<file path="src/rtl/axis_mem_initiator.sv">
// AXI-Stream burst initiator and read-back checker for memory self-test.
// Optional watchdog in WAIT_RX enabled by defining INIT_TIMEOUT_EN.
module axis_mem_initiator #(
    parameter int DATA_WIDTH     = 32,
    parameter int LEN_WIDTH      = 12,
    parameter int TIMEOUT_CYCLES = 1024
) (
    input  logic                    m00_axis_aclk,
    input  logic                    m00_axis_aresetn,
    input  logic                    start,
    input  logic [LEN_WIDTH-1:0]    burst_len,
    input  logic [DATA_WIDTH-1:0]   seed,
    output logic                    busy,
    output logic                    done,
    output logic                    timeout,
    output logic [LEN_WIDTH-1:0]    rx_count,
    output logic [LEN_WIDTH:0]      err_count,
    output logic [DATA_WIDTH-1:0]   m00_axis_tdata,
    output logic [DATA_WIDTH/8-1:0] m00_axis_tstrb,
    output logic                    m00_axis_tvalid,
    output logic                    m00_axis_tlast,
    input  logic                    m00_axis_tready,
    input  logic [DATA_WIDTH-1:0]   s00_axis_tdata,
    input  logic [DATA_WIDTH/8-1:0] s00_axis_tstrb,
    input  logic                    s00_axis_tvalid,
    input  logic                    s00_axis_tlast,
    output logic                    s00_axis_tready
);
    typedef enum logic [1:0] {IDLE, SEND, WAIT_RX, DONE} state_t;

    state_t                 state;
    logic [LEN_WIDTH-1:0]   len_q;
    logic [LEN_WIDTH-1:0]   tx_idx;
    logic [LEN_WIDTH-1:0]   tx_nxt;
    logic [DATA_WIDTH-1:0]  seed_q;
    logic                   rx_seen;
    logic                   tx_hs, rx_hs, rx_is_last, rx_last_hs;
    logic                   start_acc, wd_fire;
    logic                   mism, lerr;
    logic [LEN_WIDTH+1:0]   err_sum;
    logic                   unused_tstrb;

    assign unused_tstrb = ^s00_axis_tstrb;
    assign tx_hs      = m00_axis_tvalid && m00_axis_tready;
    assign rx_hs      = s00_axis_tvalid && s00_axis_tready;
    assign tx_nxt     = tx_idx + 1'b1;
    assign rx_is_last = (rx_count == len_q - 1'b1);
    assign rx_last_hs = rx_hs && rx_is_last;
    assign start_acc  = (state == IDLE) && start && (burst_len != '0);
    assign mism       = (s00_axis_tdata != (seed_q + DATA_WIDTH'(rx_count)));
    assign lerr       = (s00_axis_tlast != rx_is_last);
    assign err_sum    = {1'b0, err_count} + (LEN_WIDTH+2)'(mism) + (LEN_WIDTH+2)'(lerr);

`ifdef INIT_TIMEOUT_EN
    localparam int WDW = $clog2(TIMEOUT_CYCLES + 1);
    logic [WDW-1:0] wd;

    assign wd_fire = (state == WAIT_RX) && !rx_hs && (wd == WDW'(TIMEOUT_CYCLES - 1));

    always_ff @(posedge m00_axis_aclk or negedge m00_axis_aresetn) begin
        if (!m00_axis_aresetn) begin
            wd      <= '0;
            timeout <= 1'b0;
        end else if (start_acc) begin
            wd      <= '0;
            timeout <= 1'b0;
        end else if (state == WAIT_RX) begin
            if (rx_hs)
                wd <= '0;
            else if (wd_fire)
                timeout <= 1'b1;
            else
                wd <= wd + 1'b1;
        end else begin
            wd <= '0;
        end
    end
`else
    assign wd_fire = 1'b0;
    assign timeout = 1'b0;
`endif

    always_ff @(posedge m00_axis_aclk or negedge m00_axis_aresetn) begin
        if (!m00_axis_aresetn) begin
            state           <= IDLE;
            len_q           <= '0;
            seed_q          <= '0;
            tx_idx          <= '0;
            rx_seen         <= 1'b0;
            busy            <= 1'b0;
            done            <= 1'b0;
            rx_count        <= '0;
            err_count       <= '0;
            m00_axis_tdata  <= '0;
            m00_axis_tstrb  <= '0;
            m00_axis_tvalid <= 1'b0;
            m00_axis_tlast  <= 1'b0;
            s00_axis_tready <= 1'b0;
        end else begin
            done <= 1'b0;
            // rx checking runs independently of the tx side while tready is up
            if (rx_hs) begin
                rx_count  <= rx_count + 1'b1;
                err_count <= err_sum[LEN_WIDTH+1] ? '1 : err_sum[LEN_WIDTH:0];
            end
            case (state)
                IDLE: begin
                    if (start_acc) begin
                        len_q           <= burst_len;
                        seed_q          <= seed;
                        tx_idx          <= '0;
                        rx_count        <= '0;
                        err_count       <= '0;
                        rx_seen         <= 1'b0;
                        busy            <= 1'b1;
                        m00_axis_tvalid <= 1'b1;
                        m00_axis_tdata  <= seed;
                        m00_axis_tstrb  <= '1;
                        m00_axis_tlast  <= (burst_len == LEN_WIDTH'(1));
                        s00_axis_tready <= 1'b1;
                        state           <= SEND;
                    end
                end
                SEND: begin
                    if (rx_last_hs)
                        rx_seen <= 1'b1;
                    if (tx_hs) begin
                        tx_idx <= tx_nxt;
                        if (m00_axis_tlast) begin
                            m00_axis_tvalid <= 1'b0;
                            // the final rx beat may already have come back during SEND
                            if (rx_seen || rx_last_hs) begin
                                done            <= 1'b1;
                                busy            <= 1'b0;
                                s00_axis_tready <= 1'b0;
                                state           <= DONE;
                            end else begin
                                state <= WAIT_RX;
                            end
                        end else begin
                            m00_axis_tdata <= seed_q + DATA_WIDTH'(tx_nxt);
                            m00_axis_tlast <= (tx_nxt == len_q - 1'b1);
                        end
                    end
                end
                WAIT_RX: begin
                    if (rx_last_hs || wd_fire) begin
                        done            <= 1'b1;
                        busy            <= 1'b0;
                        s00_axis_tready <= 1'b0;
                        state           <= DONE;
                    end
                end
                default: state <= IDLE;
            endcase
        end
    end
endmodule
</file>
<file path="config.mk">
export PLATFORM = sky130hd
export DESIGN_NAME = axis_mem_initiator
export DESIGN_NICKNAME = d
export VERILOG_FILES = /design/src/rtl/axis_mem_initiator.sv
export SDC_FILE = /design/constraint.sdc
export NUM_CORES = 1
export LEC_CHECK = 0
export ABC_AREA = 1
export ABC_CLOCK_PERIOD_IN_PS = 9400
export CAP_MARGIN = 20
export CORE_ASPECT_RATIO = 1.75
export CORE_MARGIN = 1.5
export CORE_UTILIZATION = 30
export DETAILED_ROUTE_END_ITERATION = 10
export DONT_BUFFER_PORTS = 1
export PLACE_DENSITY = 0.54
export REMOVE_ABC_BUFFERS = 1
export SYNTH_ARGS = -nofsm -noshare
export SYNTH_HDL_FRONTEND = slang
export SYNTH_SLANG_ARGS = --single-unit
</file>
<file path="constraint.sdc">
create_clock -name m00_axis_aclk -period 9.4 [get_ports m00_axis_aclk]
set_clock_uncertainty 0.15 [all_clocks]
set_input_delay 0.47 -clock m00_axis_aclk [delete_from_list [all_inputs] [get_ports m00_axis_aclk]]
set_output_delay 0.47 -clock m00_axis_aclk [all_outputs]
set_load 0.01 [all_outputs]
</file>
==> reports/metrics.cfg <==
[logic_synthesis]
yosys.area.top_type = dfrtp_1
synth_edf_count = 0
yosysWarnings = 0
yosysMostFrequentCell = nand2_1
syn_avg_cell_area_um2 = 6.89
syn_area_mm2 = 0.00890
synthDistinctLibCells = 50
synth_cells = 1292
synthTopCellsByArea = dfrtp_1, nand2_1, inv_1
synth_top_area_share = 0.340
ys_seq_elements = 121
synth_commonest_cells = nand2_1, inv_1, dfrtp_1
seq_area_frac_synth = 0.340
synth-async-reset-ratio = 1.00
ys.flop_type = dfrtp_1

[pwr]
ir_drop_mv = 0.131
power_density_mw_per_mm2 = 301
leakage_uw = 0.00499

[grt]
antenna_found_initial = 0
grt_max_degree = 122
overflow = 0
grt_pass1_vias = 8401
grt_pass1_wl_um = 45000
grt_usage = 0.194

[setup_path]
path_class = reg -> reg
critPathCaptureType = flop
critPathRequiredTime_ns = 9.59
cp_num_buf_inv = 4
critPathLaunchType = flop
critPathMaxFanout = 6
arrival_ns = 4.73
cp_common_cell = nand2_1
critPathTopFamily = simple AND/OR/NAND/NOR gates
crit_path_max_incr_delay_ns = 0.51
cp_slowest_cell = dfrtp_1

[route]
wl_per_cell_um = 17.3
vias_per_cell = 4.86
drc_errors = 0
finalWirelength_um = 29400
drtAntennaViolNets = 0
vias = 8273
drtIter0Drc = 392
dr.pass1.iters = 5

[place]
hpwl_um = 22200
detailedPlace.worstSlack_ns = 4.85
port_buffers = 0
gp_congestion = 0.886

[finish]
syn_to_final_growth_pct = 13.7
antenna_cells = 0
fin_nets = 1428
drive_above_1_share = 0.0576

[die]
die_x_um = 133
fp.dieH_um = 231
pin_count = 153
core_mm2 = 0.0293
start_util = 0.304
fp.dieArea_mm2 = 0.0307
fp-row-count = 83

[timing]
post-route-min-period_ns = 4.55
tightest_slew_ns = 0.712
fmax_mhz = 220
hold_violations = 0
slew-limit-headroom = 0.525
grt_setup_unrepaired = no
setup_ws_ns = 4.85
final_max_slew_viol_count = 0
timing.final.crit_share = 0.484
setup-tns-final_ns = 0
finalSetupViolations = 0

[min_path]
hold_class = in -> reg

[cts]
root_buffer = clkbuf_16
htree_num_levels = 4
cts_tree = yes
cts_resized = 0
cts_buffers = 17
clk_latency_ns = 0.44
clk_path_buf_depth = 2
clock-sinks = 121
clk_pin_slew_ns = 0.06

[flow_run]
maxCapViolations = 0

[run_status]
outcome = finished, final reports clean

cells by family (layout without fill, tap and decap cells):
family / Yosys count / in the layout / share of synthesized area
compound gates: 199 / 199 / 0.121
xor+xnor: 78 / 78 / 0.0807
fa+ha+maj: 35 / 35 / 0.0517
buf+inv: 197 / 225 / 0.0879
flops: 121 / 121 / 0.340
other cells: 1 / 1 / 0.000421
simple gates: 661 / 661 / 0.318
through the flow:
stage	utilization	instance area [µm²]	instances	power (µW)	hold WS, ns
3_5_place_dp	0.316	9260	1647	2350	0.0317
6_report	0.345	10100	1702	3040	0.0257
5_1_grt	0.345	10100	1702	3310	0.0241
4_1_cts	0.345	10100	1702	3080	0.00455
2_1_floorplan	-	8730	1259	1940	0.0244
3_3_place_gp	0.316	9260	1647	2330	0.0303
cells in the final DEF, fill, tap and decap left out, types with 3 or more instances in the layout:
cell type / n
o21ai_1: 8
buf_4: 6
clkbuf_16: 17
clkinv_2: 3
inv_2: 3
nor3_2: 3
dfrtp_1: 121
a31oi_1: 4
dlygate4sd3_1: 22
o21ai_0: 107
nand4_1: 12
nor4_1: 3
o22ai_1: 9
a21boi_0: 3
nor3_1: 17
a21oi_1: 49
clkinv_4: 3
inv_1: 158
bufinv_16: 3
nand3_1: 81
or2_2: 4
clkinv_1: 3
nand2_1: 399
o211ai_1: 7
nor2_4: 3
nor2_1: 103
nor2_2: 6
xor2_1: 46
nand3_2: 3
ha_1: 32
nand3b_1: 7
nand2_2: 11
xnor2_1: 29
fa_1: 3
flip-flops by register name (all words and copies together) (netlist names):
signal	count
state	2
done	1
s00_axis_tready	1
m00_axis_tdata	32
rx_count	12
tx_idx	12
err_count	13
m00_axis_tlast	1
seed_q	32
rx_seen	1
len_q	12
m00_axis_tstrb	1
m00_axis_tvalid	1
repair_timing:
action	4_1_cts	5_1_grt
endpoints found under the hold margin	142	0
hold buffers	23	0
setup buffers	0	0
area by class of cell:
| class | instances | area, µm² |
|---|---|---|
| Timing Repair Buffer | 29 | 293 |
| Fill cell | 3215 | 19200 |
| Clock inverter | 11 | 146 |
| Tap cell | 382 | 478 |
| Inverter | 164 | 616 |
| Clock buffer | 21 | 460 |
| Sequential cell | 121 | 3030 |
| Multi-Input combinational cell | 974 | 5090 |
power by group:
group | total [µW] | internal, µW | leakage [µW] | switching [µW]
combinational | 1370 | 485 | 0.00314 | 886
sequential | 983 | 710 | 0.00155 | 272
clock | 688 | 430 | 0.000293 | 259
metal layers:
| metal | track usage | up-vias | wire, µm |
|---|---|---|---|
| li1 | - | 4174 | - |
| met1 | 0.181 | 3896 | 10500 |
| met2 | 0.391 | 156 | 16700 |
| met3 | 0.0428 | 47 | 1220 |
| met4 | 0.0883 | 0 | 1030 |
| met5 | 0 | - | 0 |
path summary, 6_finish.rpt:
check	start	end	slack, ns	depth (start not counted)
min	seed[12]	seed_q[12]	0.03	2
min reg2reg	tx_idx[11]	tx_idx[11]	0.36	2
max	rx_count[0]	err_count[11]	4.85	29
max reg2reg	rx_count[0]	err_count[11]	4.85	29
min in group asynchronous	m00_axis_aresetn	m00_axis_tdata[2]	0.47	2
max in group asynchronous	m00_axis_aresetn	seed_q[10]	8.04	2
worst reg2reg max path: cells and delay by family (launching register included):
family	cells	cell delay (ns)
buffers and inverters	4	0.27
AO/OA/AOI/OAI	2	0.21
adder cells (fa/ha/maj)	3	1.15
flip-flops	1	0.51
AND/OR/NAND/NOR	20	2.18
(Power assumes the default switching activity.)
